**src/rtl/dds_pkg.sv**
```systemverilog
// Shared types and default sizes for the multi-waveform DDS generator.
package dds_pkg;

  localparam int DEF_ACC_W  = 24;
  localparam int DEF_ADDR_W = 8;
  localparam int DEF_DATA_W = 8;
  localparam int DEF_DIV_W  = 8;

  typedef enum logic [1:0] {
    WAVE_SIN = 2'd0,
    WAVE_SQR = 2'd1,
    WAVE_TRI = 2'd2,
    WAVE_SAW = 2'd3
  } wave_sel_t;

endpackage

```
**src/rtl/dds_wave_gen_if.sv**
```systemverilog
// Control, configuration, sine-ROM and sample-stream signals of dds_wave_gen.
interface dds_wave_gen_if
  import dds_pkg::*;
#(
  parameter int ACC_W  = DEF_ACC_W,
  parameter int ADDR_W = DEF_ADDR_W,
  parameter int DATA_W = DEF_DATA_W,
  parameter int DIV_W  = DEF_DIV_W
);

  logic              en;
  logic              sync_clr;
  logic              cfg_load;
  logic [ACC_W-1:0]  f_word;
  logic [ADDR_W-1:0] p_word;
  wave_sel_t         wave_sel;
  logic [DIV_W-1:0]  div_ratio;
  logic              cfg_ack;
  logic [ADDR_W-1:0] rom_addr;
  logic [DATA_W-1:0] rom_q;
  logic [DATA_W-1:0] data_out;
  logic              data_valid;

  // Controller and ROM side.
  modport master (
    output en, sync_clr, cfg_load, f_word, p_word, wave_sel, div_ratio, rom_q,
    input  cfg_ack, rom_addr, data_out, data_valid
  );

  // Generator side.
  modport slave (
    input  en, sync_clr, cfg_load, f_word, p_word, wave_sel, div_ratio, rom_q,
    output cfg_ack, rom_addr, data_out, data_valid
  );

endinterface

```
**src/rtl/dds_tick_div.sv**
```systemverilog
// Sample-rate divider: one tick every div_act+1 enabled cycles.
module dds_tick_div #(
  parameter int DIV_W = 8
) (
  input  logic             clk,
  input  logic             rst_n,
  input  logic             en,
  input  logic             sync_clr,
  input  logic             restart,
  input  logic [DIV_W-1:0] div_act,
  output logic             tick
);

  logic [DIV_W-1:0] cnt_q, cnt_d;

  // Kept apart from the counter update so restart (derived from tick) forms no loop.
  assign tick = en && !sync_clr && (cnt_q == div_act);

  always_comb begin
    // NOTE: every always_comb output gets a default first so no path infers a latch.
    cnt_d = cnt_q;
    if (sync_clr || restart || tick) begin
      cnt_d = '0;
    end else if (en) begin
      cnt_d = cnt_q + 1'b1;
    end
  end

  always_ff @(posedge clk or negedge rst_n) begin
    // NOTE: sequential state uses non-blocking assignments only, so all flops update together.
    if (!rst_n) begin
      cnt_q <= '0;
    end else begin
      cnt_q <= cnt_d;
    end
  end

endmodule

```
**src/rtl/dds_wave_gen.sv**
```systemverilog
// DDS waveform generator: phase accumulator, atomic config swap, 3-stage sample pipeline.
module dds_wave_gen
  import dds_pkg::*;
#(
  parameter int ACC_W  = DEF_ACC_W,
  parameter int ADDR_W = DEF_ADDR_W,
  parameter int DATA_W = DEF_DATA_W,
  parameter int DIV_W  = DEF_DIV_W
) (
  input logic           clk,
  input logic           rst_n,
  dds_wave_gen_if.slave bus
);

  typedef struct packed {
    logic [ACC_W-1:0]  f;
    logic [ADDR_W-1:0] p;
    wave_sel_t         w;
    logic [DIV_W-1:0]  div;
  } cfg_t;

  cfg_t              pend_q, pend_d, act_q, act_d, eff;
  logic              pend_vld_q, pend_vld_d;
  logic              tick, apply;
  logic [ACC_W-1:0]  acc_q, acc_d;
  logic [ADDR_W-1:0] ph_q, ph_d, ph2_q, ph2_d;
  wave_sel_t         w1_q, w1_d, w2_q, w2_d;
  logic              v1_q, v1_d, v2_q, v2_d;
  logic [DATA_W-1:0] data_q, data_d;
  logic              valid_q, valid_d;
  logic              ack_q, ack_d;

  // Left-justify a phase index into a sample word (pad or truncate LSBs).
  function automatic logic [DATA_W-1:0] scale(input logic [ADDR_W-1:0] x);
    logic [ADDR_W+DATA_W-1:0] wide;
    wide = {x, {DATA_W{1'b0}}};
    return wide[ADDR_W+DATA_W-1 -: DATA_W];
  endfunction

  function automatic logic [DATA_W-1:0] shape(input wave_sel_t w,
                                              input logic [ADDR_W-1:0] ph,
                                              input logic [DATA_W-1:0] rom);
    logic [ADDR_W-1:0] t;
    logic [DATA_W-1:0] s;
    t = ph << 1;
    s = scale(ph);
    case (w)
      WAVE_SIN: s = rom;
      WAVE_SQR: s = ph[ADDR_W-1] ? '1 : '0;
      WAVE_TRI: s = scale(ph[ADDR_W-1] ? ~t : t);
      WAVE_SAW: s = scale(ph);
      default:  s = scale(ph);
    endcase
    return s;
  endfunction

  dds_tick_div #(.DIV_W(DIV_W)) u_div (
    .clk      (clk),
    .rst_n    (rst_n),
    .en       (bus.en),
    .sync_clr (bus.sync_clr),
    .restart  (apply),
    .div_act  (act_q.div),
    .tick     (tick)
  );

  always_comb begin
    apply = pend_vld_q && (tick || !bus.en);
    // The applying tick already runs on the new config.
    eff   = apply ? pend_q : act_q;
    act_d = eff;
    ack_d = apply;

    pend_d     = pend_q;
    pend_vld_d = pend_vld_q && !apply;
    if (bus.cfg_load) begin
      pend_d.f   = bus.f_word;
      pend_d.p   = bus.p_word;
      pend_d.w   = bus.wave_sel;
      pend_d.div = bus.div_ratio;
      pend_vld_d = 1'b1;
    end

    acc_d = acc_q;
    if (bus.sync_clr) begin
      acc_d = '0;
    end else if (tick) begin
      acc_d = acc_q + eff.f;
    end

    // Stage 1 samples the pre-increment accumulator.
    ph_d = ph_q;
    w1_d = w1_q;
    v1_d = tick;
    if (tick) begin
      ph_d = acc_q[ACC_W-1 -: ADDR_W] + eff.p;
      w1_d = eff.w;
    end

    ph2_d = ph_q;
    w2_d  = w1_q;
    v2_d  = v1_q;

    data_d  = data_q;
    valid_d = v2_q;
    if (v2_q) begin
      data_d = shape(w2_q, ph2_q, bus.rom_q);
    end
  end

  always_ff @(posedge clk or negedge rst_n) begin
    if (!rst_n) begin
      pend_q     <= '0;
      pend_vld_q <= 1'b0;
      act_q      <= '0;
      acc_q      <= '0;
      ph_q       <= '0;
      w1_q       <= WAVE_SIN;
      v1_q       <= 1'b0;
      ph2_q      <= '0;
      w2_q       <= WAVE_SIN;
      v2_q       <= 1'b0;
      data_q     <= '0;
      valid_q    <= 1'b0;
      ack_q      <= 1'b0;
    end else begin
      pend_q     <= pend_d;
      pend_vld_q <= pend_vld_d;
      act_q      <= act_d;
      acc_q      <= acc_d;
      ph_q       <= ph_d;
      w1_q       <= w1_d;
      v1_q       <= v1_d;
      ph2_q      <= ph2_d;
      w2_q       <= w2_d;
      v2_q       <= v2_d;
      data_q     <= data_d;
      valid_q    <= valid_d;
      ack_q      <= ack_d;
    end
  end

  assign bus.cfg_ack    = ack_q;
  assign bus.rom_addr   = ph_q;
  assign bus.data_out   = data_q;
  assign bus.data_valid = valid_q;

endmodule

```
**src/flat_wrapper.sv**
```systemverilog
// flat-port wrapper written by rule: the top's interface ports become plain ports
module dds_wave_gen_flat import dds_pkg::*;
#(
  parameter int ACC_W  = DEF_ACC_W,
  parameter int ADDR_W = DEF_ADDR_W,
  parameter int DATA_W = DEF_DATA_W,
  parameter int DIV_W  = DEF_DIV_W
)
  (clk, rst_n, bus_en, bus_sync_clr, bus_cfg_load, bus_f_word, bus_p_word, bus_wave_sel, bus_div_ratio, bus_rom_q, bus_cfg_ack, bus_rom_addr, bus_data_out, bus_data_valid);
  dds_wave_gen_if #(.ACC_W(ACC_W), .ADDR_W(ADDR_W), .DATA_W(DATA_W), .DIV_W(DIV_W)) bus_i ();
  input logic clk;
  input logic rst_n;
  input wire logic [$bits(bus_i.en)-1:0] bus_en;
  input wire logic [$bits(bus_i.sync_clr)-1:0] bus_sync_clr;
  input wire logic [$bits(bus_i.cfg_load)-1:0] bus_cfg_load;
  input wire logic [$bits(bus_i.f_word)-1:0] bus_f_word;
  input wire logic [$bits(bus_i.p_word)-1:0] bus_p_word;
  input wire logic [$bits(bus_i.wave_sel)-1:0] bus_wave_sel;
  input wire logic [$bits(bus_i.div_ratio)-1:0] bus_div_ratio;
  input wire logic [$bits(bus_i.rom_q)-1:0] bus_rom_q;
  output wire logic [$bits(bus_i.cfg_ack)-1:0] bus_cfg_ack;
  output wire logic [$bits(bus_i.rom_addr)-1:0] bus_rom_addr;
  output wire logic [$bits(bus_i.data_out)-1:0] bus_data_out;
  output wire logic [$bits(bus_i.data_valid)-1:0] bus_data_valid;
  assign bus_i.en = bus_en;
  assign bus_i.sync_clr = bus_sync_clr;
  assign bus_i.cfg_load = bus_cfg_load;
  assign bus_i.f_word = bus_f_word;
  assign bus_i.p_word = bus_p_word;
  assign bus_i.wave_sel = bus_wave_sel;
  assign bus_i.div_ratio = bus_div_ratio;
  assign bus_i.rom_q = bus_rom_q;
  assign bus_cfg_ack = bus_i.cfg_ack;
  assign bus_rom_addr = bus_i.rom_addr;
  assign bus_data_out = bus_i.data_out;
  assign bus_data_valid = bus_i.data_valid;
  dds_wave_gen #(.ACC_W(ACC_W), .ADDR_W(ADDR_W), .DATA_W(DATA_W), .DIV_W(DIV_W)) u_core (.clk(clk), .rst_n(rst_n), .bus(bus_i));
endmodule
```
**config.mk**
```make
export PLATFORM = sky130hd
export DESIGN_NAME = dds_wave_gen_flat
export DESIGN_NICKNAME = d
export VERILOG_FILES = /design/src/rtl/dds_pkg.sv /design/src/rtl/dds_wave_gen_if.sv /design/src/rtl/dds_tick_div.sv /design/src/rtl/dds_wave_gen.sv /design/src/flat_wrapper.sv
export SDC_FILE = /design/constraint.sdc
export NUM_CORES = 1
export LEC_CHECK = 0
export ABC_AREA = 0
export BUFFER_PORTS_ARGS = -buffer_cell sky130_fd_sc_hd__clkbuf_2
export CAP_MARGIN = 40
export CORE_ASPECT_RATIO = 0.7
export CORE_MARGIN = 2
export CORE_UTILIZATION = 51
export CTS_CLUSTER_SIZE = 40
export DETAILED_ROUTE_END_ITERATION = 7
export GPL_TIMING_DRIVEN = 0
export HOLD_SLACK_MARGIN = 0.02
export PLACE_DENSITY = 0.82
export SLEW_MARGIN = 20
export SYNTH_ARGS = -nofsm -noshare
export SYNTH_HDL_FRONTEND = slang
export SYNTH_SLANG_ARGS = --single-unit
```
**constraint.sdc**
```tcl
create_clock -name clk -period 4 [get_ports clk]
set_clock_uncertainty 0.2 [all_clocks]
set_input_delay 0.2 -clock clk [delete_from_list [all_inputs] [get_ports clk]]
set_output_delay 0.2 -clock clk [all_outputs]
set_load 0.05 [all_outputs]
```
==> results.toml, run 1 <==
[logic_synthesis]
netlist-cell-type-count = 56
ys_seq_area_share_pct = 50.4
synth_edf_count = 0
syn_nets = 836
synth_xor_area_share_pct = 4.92
yosys_warnings = 0
synth.top_cell.area_share_pct = 50.4
yosysTopAreaCell = "dfrtp_1"
synth-compound-area-share_pct = 11.4
ys_ff_latch = 149
async_flop_share_pct = 100
synthTopCellsByArea = "dfrtp_1, nand2_1, mux2_2"
ys_top_cells_by_count = "nand2_1, dfrtp_1, a21oi_1, o21ai_0, mux2_2"
yosys.area_share.adder_pct = 6.29
yosysMostFrequentCell = "nand2_1"
synth-simple-area-share_pct = 15.9
synthCells = 745
synthFlopType = "dfrtp_1"
synth_top_family_by_area = "simple AND/OR/NAND/NOR gates"
synth.area.mux_share_pct = 8.19
syn_area_per_cell_um2 = 9.93
synthesis.area_mm2 = 0.00740

[clock_tree]
clock-sinks = 149
root_buffer = "clkbuf_16"
insertion_delay_ns = 0.43
clockBufferDepth = 2
clk_pin_slew_ns = 0.06
cts_tree = "built"
h-tree-depth = 4
cts_made_buffers = 17

[setup_path]
critPathCaptureType = "flip-flop"
r2r-start = "u_core.u_div.cnt_q[5]"
reg2reg_slack_ns = 0.01
max_stage_delay_ns = 0.42
rr_worst_depth = 16
cp.arrival_ns = 4.14
worstReg2RegEnd = "u_core.acc_q[23]"
worstSetupPathType = "reg2reg"
startpoint_type = "flip-flop"
critPathSlowestCell = "dfrtp_1"
worstPathRequired_ns = 4.15
crit_chain = "xor2_2, nor4_4, nand3_1, a21bo_1, buf_6, clkbuf_16, mux2i_4, inv_2, ha_4, a211oi_4, nor4b_4, nor2_2, a2111oi_4, o21ai_2, a211o_1, o21ai_1"
path_max_fanout = 6

[outcome]
status = "finished, final reports clean"

[die]
die_area_mm2 = 0.0155
die_w_um = 148
pin_count = 73
die_h_um = 105
start_util_pct = 52.6
num_rows = 36
core_mm2 = 0.0141

[min_path]
hold_path_depth = 5
hp-start = "bus_rom_q[2]"
min-delay-path-class = "in2reg"
holdPathEnd = "u_core.bus.data_out[2]"

[grt]
grt-busiest-layer = "met2"
overflow = 0
grt.met3_usage_pct = 6.51
grt_max_degree = 79
grt_first_pass_wirelength_um = 31500
grtUsageMet1_pct = 34.4
met2_usage_pct = 40.7
antenna_found_initial = 1
grt_pass1_vias = 6257
grt_use_total_pct = 25.8

[final_layout]
regArea_mm2 = 0.00373
nNetsFinal = 997
fillers = 896
multi_input_area_mm2 = 0.00382
drive_gt1_share_pct = 27.3
final_cells = 1110
syn2layout_area_growth_pct = 31.7

[power_and_ir_drop]
irDropWorstVdd_mv = 0.314
p_per_area_mw_per_mm2 = 511
leakage_nw = 4.57

[sta]
grt_setup_unrepaired = "true"
finalCritPeriodShare_pct = 99.7
tns_ns = 0
slew_viol_final = 0
worst_pin_slew_ns = 0.787
setup_viol = 0
whs_ns = 0.0267
hold_violations = 0
period_needed_ns = 3.99
max_slew_margin_pct = 47.5
fmax_mhz = 251

[job]
max_cap_violations = 0

[placed_design]
gp_congestion = 0.953
placedCellCount = 1006
dp_hpwl_um = 12300
io_buffers = 70

[detailed_routing]
num_vias = 6416
wirelength_um = 20700
first_pass_iters = 5
drc = 0
wire_per_inst_um = 18.6
drtAntennaViolNets = 0
via_per_inst = 5.78
drt_iter0_markers = 668
==> through the flow <==
step	total power [W]	utilization [%]	worst slack [ns]	cell area (um^2)
6_report	0.00498	69.4	0.0110	9750
5_1_grt	0.00519	69.4	-0.182	9750
4_1_cts	0.00485	66.8	0.0109	9390
3_5_place_dp	0.00310	57.1	-1.12	8020
3_3_place_gp	0.00305	56.8	-1.05	7990
2_1_floorplan	0.00277	-	0.0618	7400
==> routing by layer <==
| layer | vias up | wire (um) | share of wire [%] |
|---|---|---|---|
| met3 | 69 | 1660 | 8.0 |
| met1 | 3132 | 8510 | 41 |
| met2 | 326 | 9850 | 48 |
| met5 | - | 0 | 0 |
| met4 | 0 | 672 | 3.2 |
| li1 | 2889 | - | - |
==> critical path: cells and delay by family (launching register included) <==
family / cells / cell delay (ns)
AOI/OAI and AO/OA: 6 / 1.20
xor gates and xnor gates: 1 / 0.21
adders and majority gates: 1 / 0.30
buffers and inverters: 3 / 0.42
DFF: 1 / 0.42
muxes: 1 / 0.20
and+or+nand+nor: 4 / 0.97
==> registers in the layout (all words and copies together) (netlist names), 2 cells and up <==
register,flops
u_core.bus.rom_addr,8
u_core.bus.data_out,8
u_core.ph2_q,8
u_core.pend_q,42
u_core.w2_q,2
u_core.acc_q,24
u_core.u_div.cnt_q,8
u_core.act_q,42
u_core.w1_q,2
==> cell usage in the layout, fill, tap and decap left out, types with 16 or more instances in the layout <==
cell type	count
buf_4	32
xor2_1	22
o21ai_0	39
clkbuf_16	19
a21oi_1	45
nand2_1	140
dlygate4sd3_1	43
nand3_1	29
inv_1	16
mux2_2	48
ha_1	22
clkbuf_2	69
clkbuf_1	17
dfrtp_1	149
nor2_1	40
==> logic make-up (layout without fill, tap and decap cells) <==
kind of cell / after synthesis / after routing
XOR/XNOR: 40 / 40
adder cells (fa/ha/maj): 36 / 36
multiplexers: 54 / 54
flip-flops: 149 / 149
AO/OA/AOI/OAI: 144 / 144
buffers and inverters: 55 / 229
other: 0 / 1
AND/OR/NAND/NOR: 267 / 267
==> how the worst max path moves through the flow <==
stage                     slack [ns]                to                  start
after global placement         -1.05  u_core.acc_q[20]  u_core.u_div.cnt_q[2]
after floorplan                 0.06  u_core.acc_q[20]  u_core.u_div.cnt_q[2]
after global routing           -0.18  u_core.acc_q[23]  u_core.u_div.cnt_q[5]
after detailed placement       -1.12  u_core.acc_q[20]  u_core.u_div.cnt_q[2]
after CTS                       0.01  u_core.acc_q[14]        u_core.act_q[2]
final                           0.01  u_core.acc_q[23]  u_core.u_div.cnt_q[5]
==> final cells by class <==
class | count | share of cell area, %
buffer | 31 | 2.04
inverter | 20 | 0.899
timing repair buffer | 146 | 10.9
clock inverter | 13 | 1.75
tap | 190 | 2.44
antenna | 1 | 0.0257
multi-input combinational | 541 | 39.2
sequential | 149 | 38.3
clock buffer | 19 | 4.54
==> report_power, final <==
group          switching (W)  internal, W  total, W  leakage (nW)
logic               0.000881     0.000516   0.00140          2.41
registers           0.000161      0.00176   0.00192          1.87
clock network       0.000656      0.00101   0.00166         0.291
total                0.00170      0.00328   0.00498          4.57
==> repair_timing <==
item                       4_1_cts  5_1_grt
hold endpoints to repair       113        0
hold buffers                    43        0
pin swaps                       14       33
setup endpoints to repair       22       14
setup buffers                   12       19
cloned                           0        1
resized for setup               57       52
Note: power is estimated with default switching activity, not from simulation.
==> run 2, diff against run 1 <==
--- a/config.mk
+++ b/config.mk
@@ -13,7 +13,6 @@
 export CORE_UTILIZATION = 51
 export CTS_CLUSTER_SIZE = 40
 export DETAILED_ROUTE_END_ITERATION = 7
-export GPL_TIMING_DRIVEN = 0
 export HOLD_SLACK_MARGIN = 0.02
 export PLACE_DENSITY = 0.82
 export SLEW_MARGIN = 20
==> run 2 against run 1 <==
Clock power is 4% higher. Sequential cell count did not move. Critical endpoint unchanged. Fmax up 1.5%. Utilization decreased by 3.1 points. Global-route usage down 0.99 points. Via count is 4.8% lower. Clock-buffer cell count down 1. Die area stayed put. Cell count down 2.9%. Register-to-register slack better by 0.06 ns. Highest routed layer unchanged. Hold slack improved by 0.016 ns. Wire length is 11% lower.
==> results.toml, run 2 (synthesis gave the netlist of run 1 again) <==
[sta]
worst_pin_slew_ns = 0.817
slew_viol_final = 0
period_needed_ns = 3.93
grt_setup_unrepaired = "true"
finalCritPeriodShare_pct = 98.2
setup_viol = 0
hold_violations = 0
max_slew_margin_pct = 45.5
whs_ns = 0.0432
fmax_mhz = 255

[detailed_routing]
num_vias = 6111
via_per_inst = 5.67
drt_iter0_markers = 528
drc = 0
wirelength_um = 18400
wire_per_inst_um = 17.0
drtAntennaViolNets = 0
first_pass_iters = 5

[setup_path]
critPathCaptureType = "flip-flop"
r2r-start = "u_core.u_div.cnt_q[5]"
worstSetupStartpoint = "u_core.u_div.cnt_q[5]"
startpoint_type = "flip-flop"
worstSetupPathType = "reg2reg"
cp.arrival_ns = 4.02
worstReg2RegEnd = "u_core.acc_q[23]"
crit_path_end = "u_core.acc_q[23]"
worstPathRequired_ns = 4.09
reg2reg_slack_ns = 0.07
path_max_fanout = 24
rr_worst_depth = 15

[placed_design]
io_buffers = 72
place_area_mm2 = 0.00808
dp_hpwl_um = 11300
gp_congestion = 0.931
placedCellCount = 998

[min_path]
min-delay-path-class = "in2reg"

[grt]
grt_use_total_pct = 24.8
grt_pass1_vias = 6121
grt_max_degree = 78
overflow = 0
grt_first_pass_wirelength_um = 30300
antenna_found_initial = 0

[clock_tree]
cts_tree = "built"
cts_made_buffers = 17
root_buffer = "clkbuf_16"
clockBufferDepth = 2
h-tree-depth = 4
insertion_delay_ns = 0.43
clock-sinks = 149
clk_pin_slew_ns = 0.06

[final_layout]
reg_top3 = "u_core.act_q (42), u_core.pend_q (42), u_core.acc_q (24)"
final_area_mm2 = 0.00932
final_cells = 1078
syn2layout_area_growth_pct = 25.9
fin_util_pct = 66.3
nNetsFinal = 967
final_cell_mix = "nand2_1, dfrtp_1, clkbuf_2, dlygate4sd3_1, mux2_2"
final_common_cell = "nand2_1"
num_antenna_cells = 0
drive_gt1_share_pct = 23.0

[die]
die_w_um = 148
pin_count = 73
die_h_um = 105
start_util_pct = 52.6
die_area_mm2 = 0.0155
num_rows = 36
core_mm2 = 0.0141

[power_and_ir_drop]
leakage_nw = 4.50
p_per_area_mw_per_mm2 = 528
irDropWorstVdd_mv = 0.248

[outcome]
status = "finished, final reports clean"

[job]
max_cap_violations = 0
[run 2: cell types whose count changed in the layout (fill, tap and decap cells not counted), sizes merged, moves of 2 or more]
cell / previous run / this run
buf: 45 / 28
bufinv: 3 / 5
clkbuf: 108 / 89
clkinvlp: 3 / 0
clkinv: 5 / 7
dlygate4sd3: 43 / 48
[run 2: power by group]
group	total (W)	switching (W)	internal, W
logic	0.00123	0.000774	0.000458
registers	0.00195	0.000197	0.00176
clock network	0.00173	0.000628	0.00110
[run 2: worst min path at each step]
| stage | start | end | depth (start not counted) |
|---|---|---|---|
| 2_1_floorplan | rst_n | u_core.acc_q[0] | 0 |
| 3_3_place_gp | rst_n | u_core.u_div.cnt_q[6] | 1 |
| 3_5_place_dp | rst_n | u_core.u_div.cnt_q[6] | 1 |
| 4_1_cts | bus_rom_q[1] | u_core.bus.data_out[1] | 5 |
| 5_1_grt | bus_rom_q[1] | u_core.bus.data_out[1] | 5 |
| 6_report | bus_rom_q[1] | u_core.bus.data_out[1] | 5 |
[run 2: per-stage QoR]
stage	setup slack, ns	power (W)	TNS, ns
5_1_grt	-0.0798	0.00515	-0.223
3_3_place_gp	0.0968	0.00308	0
6_report	0.0715	0.00492	0
3_5_place_dp	-0.0338	0.00312	-0.0366
4_1_cts	0.00320	0.00489	0
2_1_floorplan	0.0618	0.00277	0
[run 2: area by class of cell]
| class | count | area, um^2 |
|---|---|---|
| clock buffer | 18 | 429 |
| multi-input combinational | 541 | 3550 |
| tap | 190 | 238 |
| inverter | 20 | 75.1 |
| fill | 993 | 4740 |
| clock inverter | 13 | 205 |
| timing repair buffer | 147 | 1090 |
| sequential | 149 | 3730 |
[run 2: worst max-delay path, stage by stage (launching register included)]
cell,delay (ns)
dfrtp_2,0.44
xor2_1,0.18
nor4_4,0.29
nand3_1,0.14
a21bo_2,0.28
buf_12,0.17
nand2_1,0.07
nand2_1,0.13
ha_4,0.32
nand2_1,0.13
nor4b_4,0.42
nor2_2,0.10
a2111oi_4,0.36
o21ai_0,0.16
a31oi_1,0.25
o21ai_0,0.14
[run 2: layer usage]
metal | vias to the layer above | wire length, um | GRT usage (%)
met2 | 269 | 8820 | 39.3
met3 | 48 | 1260 | 6.86
met4 | 0 | 469 | 8.91
met1 | 2962 | 7830 | 32.9
met5 | - | 0 | 0.333
li1 | 2832 | - | -
[run 2: what timing repair did]
item / CTS / global route
hold buffers: 48 / 0
endpoints found under the hold margin: 123 / 0
buffers inserted: 0 / 1
setup endpoints to repair: 2 / 15
resized for setup: 2 / 28
pin swaps: 0 / 11
